File: src/rtl/imem_dump_streamer_pkg.sv
// Shared definitions for the instruction-memory dump streamer:
// word/byte geometry, address step and FSM state encoding.
`ifndef CELL_NUMBERS
`define CELL_NUMBERS 1024
`endif

package imem_dump_defs;

  localparam int unsigned INSTR_SIZE     = 32;
  localparam int unsigned BYTE_SIZE      = 8;
  localparam int unsigned BYTES_PER_WORD = INSTR_SIZE / BYTE_SIZE;
  localparam int unsigned ADDR_INCR      = 4;

  localparam int unsigned STATE_W = 3;

  localparam logic [STATE_W-1:0] S_IDLE = 3'd0;
  localparam logic [STATE_W-1:0] S_READ = 3'd1;
  localparam logic [STATE_W-1:0] S_WAIT = 3'd2;
  localparam logic [STATE_W-1:0] S_SEND = 3'd3;
  localparam logic [STATE_W-1:0] S_NEXT = 3'd4;
  localparam logic [STATE_W-1:0] S_DONE = 3'd5;

  // Number of whole words that fit in a memory of the given byte size.
  function automatic int unsigned words_in(input int unsigned cells);
    return cells / ADDR_INCR;
  endfunction

endpackage

File: src/rtl/imem_dump_streamer_word_serializer.sv
// Holds one instruction word and shifts it out MSB-first, one byte per
// valid/ready transfer; last flags the transfer of the final byte.
module word_serializer
  import imem_dump_defs::*;
(
  input  logic                  clk,
  input  logic                  rst,
  input  logic                  load,
  input  logic [INSTR_SIZE-1:0] word_in,
  input  logic                  tx_ready,
  output logic [BYTE_SIZE-1:0]  tx_data,
  output logic                  tx_valid,
  output logic                  last
);

  localparam int unsigned CNT_W = $clog2(BYTES_PER_WORD);

  logic [INSTR_SIZE-1:0] shreg_q;
  logic [CNT_W-1:0]      cnt_q;
  logic                  xfer;

  assign xfer    = tx_valid && tx_ready;
  assign tx_data = shreg_q[INSTR_SIZE-1 -: BYTE_SIZE];
  assign last    = xfer && (cnt_q == CNT_W'(BYTES_PER_WORD - 1));

  // Load a fresh word, or advance one byte on every accepted transfer.
  always_ff @(posedge clk) begin
    if (rst) begin
      shreg_q  <= '0;
      cnt_q    <= '0;
      tx_valid <= 1'b0;
    end else if (load) begin
      shreg_q  <= word_in;
      cnt_q    <= '0;
      tx_valid <= 1'b1;
    end else if (xfer) begin
      shreg_q <= {shreg_q[INSTR_SIZE-BYTE_SIZE-1:0], BYTE_SIZE'(0)};
      cnt_q   <= cnt_q + CNT_W'(1);
      if (cnt_q == CNT_W'(BYTES_PER_WORD - 1)) begin
        tx_valid <= 1'b0;
      end
    end
  end

endmodule

File: src/rtl/imem_dump_streamer.sv
// Walks instruction memory from address 0 and streams every word to the
// UART TX as bytes, MSB first. busy holds the core while the dump runs.
module imem_dump_streamer
  import imem_dump_defs::*;
#(
  parameter int unsigned CELL_NUMBERS = `CELL_NUMBERS,
  parameter int unsigned READ_LATENCY = 1
) (
  input  logic                  clk,
  input  logic                  rst,
  input  logic                  start,
  output logic [INSTR_SIZE-1:0] mem_addr,
  output logic                  mem_re,
  input  logic [INSTR_SIZE-1:0] mem_rdata,
  output logic [BYTE_SIZE-1:0]  tx_data,
  output logic                  tx_valid,
  input  logic                  tx_ready,
  output logic                  busy,
  output logic                  done
);

  localparam int unsigned NUM_WORDS = words_in(CELL_NUMBERS);
  localparam int unsigned LAT_W     = (READ_LATENCY > 1) ? $clog2(READ_LATENCY) : 1;
  localparam int unsigned AW1       = INSTR_SIZE + 1;

  logic [STATE_W-1:0]    state_q, state_d;
  logic [INSTR_SIZE-1:0] addr_q, addr_d;
  logic [LAT_W-1:0]      lat_q, lat_d;
  logic                  ser_load_c;
  logic                  ser_last;

  // Next-state, address and latency-counter logic.
  always_comb begin
    state_d    = state_q;
    addr_d     = addr_q;
    lat_d      = lat_q;
    ser_load_c = 1'b0;
    case (state_q)
      S_IDLE: begin
        if (start) begin
          addr_d  = '0;
          lat_d   = '0;
          // A memory smaller than one word still yields a done pulse.
          state_d = (NUM_WORDS == 0) ? S_DONE : S_READ;
        end
      end
      S_READ: state_d = S_WAIT;
      S_WAIT: begin
        if (lat_q == LAT_W'(READ_LATENCY - 1)) begin
          ser_load_c = 1'b1;
          lat_d      = '0;
          state_d    = S_SEND;
        end else begin
          lat_d = lat_q + LAT_W'(1);
        end
      end
      S_SEND: begin
        if (ser_last) begin
          state_d = S_NEXT;
        end
      end
      S_NEXT: begin
        addr_d = addr_q + INSTR_SIZE'(ADDR_INCR);
        // Widened compare so a full-range memory cannot overflow the test.
        state_d = (({1'b0, addr_d} + AW1'(ADDR_INCR)) > AW1'(CELL_NUMBERS)) ? S_DONE : S_READ;
      end
      S_DONE:  state_d = S_IDLE;
      default: state_d = S_IDLE;
    endcase
  end

  // State, counters and registered memory/status outputs.
  always_ff @(posedge clk) begin
    if (rst) begin
      state_q  <= S_IDLE;
      addr_q   <= '0;
      lat_q    <= '0;
      mem_addr <= '0;
      mem_re   <= 1'b0;
      busy     <= 1'b0;
      done     <= 1'b0;
    end else begin
      state_q <= state_d;
      addr_q  <= addr_d;
      lat_q   <= lat_d;
      mem_re  <= (state_d == S_READ);
      if (state_d == S_READ) begin
        mem_addr <= addr_d;
      end
      busy <= (state_d != S_IDLE);
      done <= (state_d == S_DONE);
    end
  end

  word_serializer u_ser (
    .clk      (clk),
    .rst      (rst),
    .load     (ser_load_c),
    .word_in  (mem_rdata),
    .tx_ready (tx_ready),
    .tx_data  (tx_data),
    .tx_valid (tx_valid),
    .last     (ser_last)
  );

endmodule

File: config.mk
export PLATFORM = sky130hd
export DESIGN_NAME = imem_dump_streamer
export DESIGN_NICKNAME = d
export VERILOG_FILES = /design/src/rtl/imem_dump_streamer_pkg.sv /design/src/rtl/imem_dump_streamer_word_serializer.sv /design/src/rtl/imem_dump_streamer.sv
export SDC_FILE = /design/constraint.sdc
export NUM_CORES = 1
export LEC_CHECK = 0
export CORE_MARGIN = 2
export CORE_UTILIZATION = 40
export CTS_BUF_LIST = sky130_fd_sc_hd__clkbuf_2
export DETAILED_ROUTE_END_ITERATION = 7
export PLACE_DENSITY = 0.7
export SLEW_MARGIN = 10
export SYNTH_ARGS = -nofsm -noshare
export SYNTH_HDL_FRONTEND = slang
export SYNTH_HIERARCHICAL = 1
export SYNTH_SLANG_ARGS = --single-unit
export TNS_END_PERCENT = 30
File: constraint.sdc
create_clock -name clk -period 10.47 [get_ports clk]
set_clock_uncertainty 0.1 [all_clocks]
set_input_delay 1.5705 -clock clk [delete_from_list [all_inputs] [get_ports clk]]
set_output_delay 1.5705 -clock clk [all_outputs]
set_load 0.05 [all_outputs]
==> flow_summary.json <==
{
  "status": "completed",
  "post_drt_via_cell_ratio": 5.64,
  "cts_buffers": 9,
  "gp_congestion": 0.926,
  "layout_min_cycle_time_ns": 4.97,
  "fmax_mhz": 201,
  "power.density_nw_per_um2": 107,
  "cts-root-buf": "clkbuf_2",
  "r2r_cells": 11,
  "drive_above_1_share_pct": 10.5,
  "hpwlAfterDp_um": 10000,
  "worstPathRequired_ns": 10.92,
  "yosysTopAreaCellShare_pct": 35.3,
  "async_reset_ff_share_pct": 0,
  "setup_viol": 0,
  "ir_drop_mv": 0.103,
  "met3_usage_pct": 4.93,
  "die_area_um2": 15900,
  "swShare_pct": 30.8,
  "synth-seq-cells": 105,
  "combPwrFrac_pct": 15.8,
  "cap_violations": 0,
  "die_h_um": 126,
  "leakage_nw": 2.37,
  "initial_core_util_pct": 41.0,
  "min_path_type": "register to register",
  "grt_pass1_vias": 4710,
  "drt-pass1-iter-count": 5,
  "tightest_slew_ns": 1.10,
  "reg2reg_from": "addr_q[3]",
  "tns_ns": 0,
  "htree_levels": 3,
  "synth-edff-count": 0,
  "synth_area_um2": 5960,
  "p_sw_mw": 0.221,
  "busiest_layer": "met2",
  "drc": 0,
  "core_um2": 14500,
  "netlist_top_cells_area": "dfxtp_1, a2111oi_2, nor3_1",
  "p_int_mw": 0.497,
  "track_usage_pct": 18.7,
  "critical_path.max_fanout": 32,
  "portBuffers": 79,
  "multiInputGateArea_um2": 3370,
  "pwr-share-seq_pct": 59.1,
  "r2r_end": "mem_addr[10]",
  "pin_count": 80,
  "grt_setup_unrepaired": "false",
  "vias": 5190,
  "synth_top_area_cell": "dfxtp_1",
  "cts_tree": "built",
  "crit_end": "mem_addr[10]",
  "worstPathArrival_ns": 5.42,
  "synth.distinct_cells": 71,
  "wirelength_um": 14900,
  "synth_fp_nets": 748,
  "core.rowCount": 44,
  "chipWidth_um": 126,
  "cts_buffer_depth": 2,
  "hold_viol": 0,
  "cts.sinks": 105,
  "grt_pass1_wl_um": 24500,
  "start_kind": "register",
  "synth_cells": 708,
  "endpoint_kind": "register",
  "ctsHoldBuffers": 0,
  "grt_max_degree": 92,
  "use_met1_pct": 26.1,
  "postRouteAntennaNets": 0,
  "regArea_um2": 2100,
  "regToRegSetupSlack_ns": 5.50,
  "min_period_over_period_pct": 47.4,
  "post_cts_buffers": 0,
  "synth_top_flop_cell": "dfxtp_1",
  "max_slew_margin_pct": 26.4,
  "n_fill_cell": 1472,
  "routedWlPerCell_um": 16.1,
  "clockPowerShare_pct": 25.1,
  "clk_pin_slew_worst_paths_ns": 0.28,
  "final_nets": 771,
  "slew_violations": 0,
  "clk_latency_ns": 0.63,
  "antenna_found_initial": 1,
  "worstSetupPathType": "register to register",
  "crit_path_start": "addr_q[3]",
  "preCtsSetupSlack_ns": 5.59,
  "fin_ws_ns": 5.50,
  "yosysWarningCount": 6,
  "synthToLayoutAreaGrowth_pct": 12.6,
  "grtUsageMet2_pct": 28.2,
  "cts-resized-gates": 0,
  "synth_area_per_cell_um2": 8.42,
  "ys_seq_area_share_pct": 35.3,
  "drt_iter0_drc": 292,
  "grt_overflow": 0
}
-- flip-flops by register name (all words and copies together), names as in the netlist --
register,cells
busy,1
state_q,3
u_ser/cnt_q,2
u_ser/shreg_q,32
mem_addr,32
addr_q,32
u_ser/tx_valid,1
done,1
mem_re,1
-- cell usage after synthesis (3+ instances only) --
cell type	number
nor3_2	18
a31oi_1	5
nand3_1	21
mux2i_1	5
buf_12	3
o31ai_1	3
a2111oi_2	21
xor2_1	12
xnor2_1	16
nor4_1	11
a22oi_1	7
buf_2	15
and4_1	4
nor2b_1	6
and3_1	32
clkbuf_1	32
o21ai_0	21
nor2_1	56
nand3b_1	13
and2_1	12
inv_1	28
a21oi_1	41
nand4_1	9
a211oi_1	3
dfxtp_1	105
nor3_1	56
a2111oi_1	3
o211ai_1	3
nand2b_1	3
o22ai_1	4
a32o_1	11
nand2_1	53
mux2_2	4
buf_4	16
or4_1	5
or3_1	6
a311oi_1	3
ha_1	4
-- logic make-up (layout without fill, tap and decap cells) --
kind of cell / after synthesis / in the layout / synth area share [%]
DFF: 105 / 105 / 35.3
xor gates and xnor gates: 28 / 28 / 4.11
buffers and inverters: 98 / 126 / 8.46
and+or+nand+nor: 319 / 319 / 30.2
AOI/OAI and AO/OA: 144 / 144 / 19.3
other: 0 / 1 / 0
adders and majority gates: 4 / 4 / 0.840
muxes: 10 / 10 / 1.85
-- through the flow --
stage          util (%)  power [mW]  cell area [µm²]  hold slack, ns  instances
3_3_place_gp       45.5       0.544             6610           0.368        904
6_report           46.2       0.718             6710           0.403        921
3_5_place_dp       45.5       0.546             6610           0.367        904
5_1_grt            46.2       0.756             6710           0.408        921
2_1_floorplan         -       0.520             5960           0.353        708
4_1_cts            46.2       0.727             6710           0.403        920
-- layer usage --
| layer | routed length (µm) | vias up |
|---|---|---|
| met5 | 0 | - |
| met4 | 352 | 0 |
| met3 | 917 | 29 |
| met2 | 6600 | 147 |
| met1 | 7000 | 2403 |
| li1 | - | 2611 |
-- power by group through the flow --
stage                     registers [mW]  logic (mW)  clock network (mW)
final                              0.425       0.113               0.180
after detailed placement           0.432       0.114                   0
after CTS                          0.425       0.114               0.187
after global routing               0.427       0.124               0.204
after global placement             0.431       0.113                   0
after floorplan                    0.433      0.0866                   0
-- critical path: stages, from the launching register on --
cell,delay (ns)
dfxtp_1,0.52
ha_1,0.47
nand2_1,0.28
nor4b_1,0.34
o21ai_0,0.14
a211o_1,0.41
nor4_1,0.60
nand3_1,0.22
a311o_1,0.40
a2111oi_4,0.57
o21ai_2,0.43
mux2_4,0.42
-- worst min-delay path by stage --
stage / startpoint / to / slack (ns) / cells after the start
2_1_floorplan: addr_q[1] / addr_q[1] / 0.35 / 1
3_5_place_dp: mem_addr[27] / mem_addr[27] / 0.37 / 1
6_report: mem_addr[27] / mem_addr[27] / 0.40 / 1
3_3_place_gp: mem_addr[25] / mem_addr[25] / 0.37 / 1
4_1_cts: mem_addr[25] / mem_addr[25] / 0.40 / 1
5_1_grt: mem_addr[25] / mem_addr[25] / 0.41 / 1
-- area by class of cell --
cell class / instances / share of cell area [%]
antenna: 1 / 0.0373
clock buffer: 10 / 0.745
clock inverter: 6 / 0.745
inverter: 28 / 1.57
multi-input combinational: 505 / 50.1
sequential: 105 / 31.3
tap: 184 / 3.43
timing repair buffer: 82 / 12.0
-- cells in the final DEF, fill, tap and decap left out, types with 4 or more instances in the layout --
master / Yosys / layout
inv_1: 28 / 28
mux2i_1: 5 / 5
nand4_1: 9 / 9
dfxtp_1: 105 / 105
clkbuf_2: 1 / 10
nand3_1: 21 / 21
nor3_2: 18 / 18
xor2_1: 12 / 12
nand2_1: 53 / 53
a31oi_1: 5 / 5
ha_1: 4 / 4
or4_1: 5 / 5
mux2_2: 4 / 4
a32o_1: 11 / 11
nor2_1: 56 / 55
nand3b_1: 13 / 13
a22oi_1: 7 / 7
a2111oi_2: 21 / 21
clkdlybuf4s50_1: 0 / 78
nor4_1: 11 / 11
xnor2_1: 16 / 16
nor3_1: 56 / 56
and4_1: 4 / 4
o21ai_0: 21 / 21
and3_1: 32 / 32
and2_1: 12 / 12
o22ai_1: 4 / 4
a21oi_1: 41 / 41
nor2b_1: 6 / 6
or3_1: 6 / 6
(Power assumes the default switching activity.)
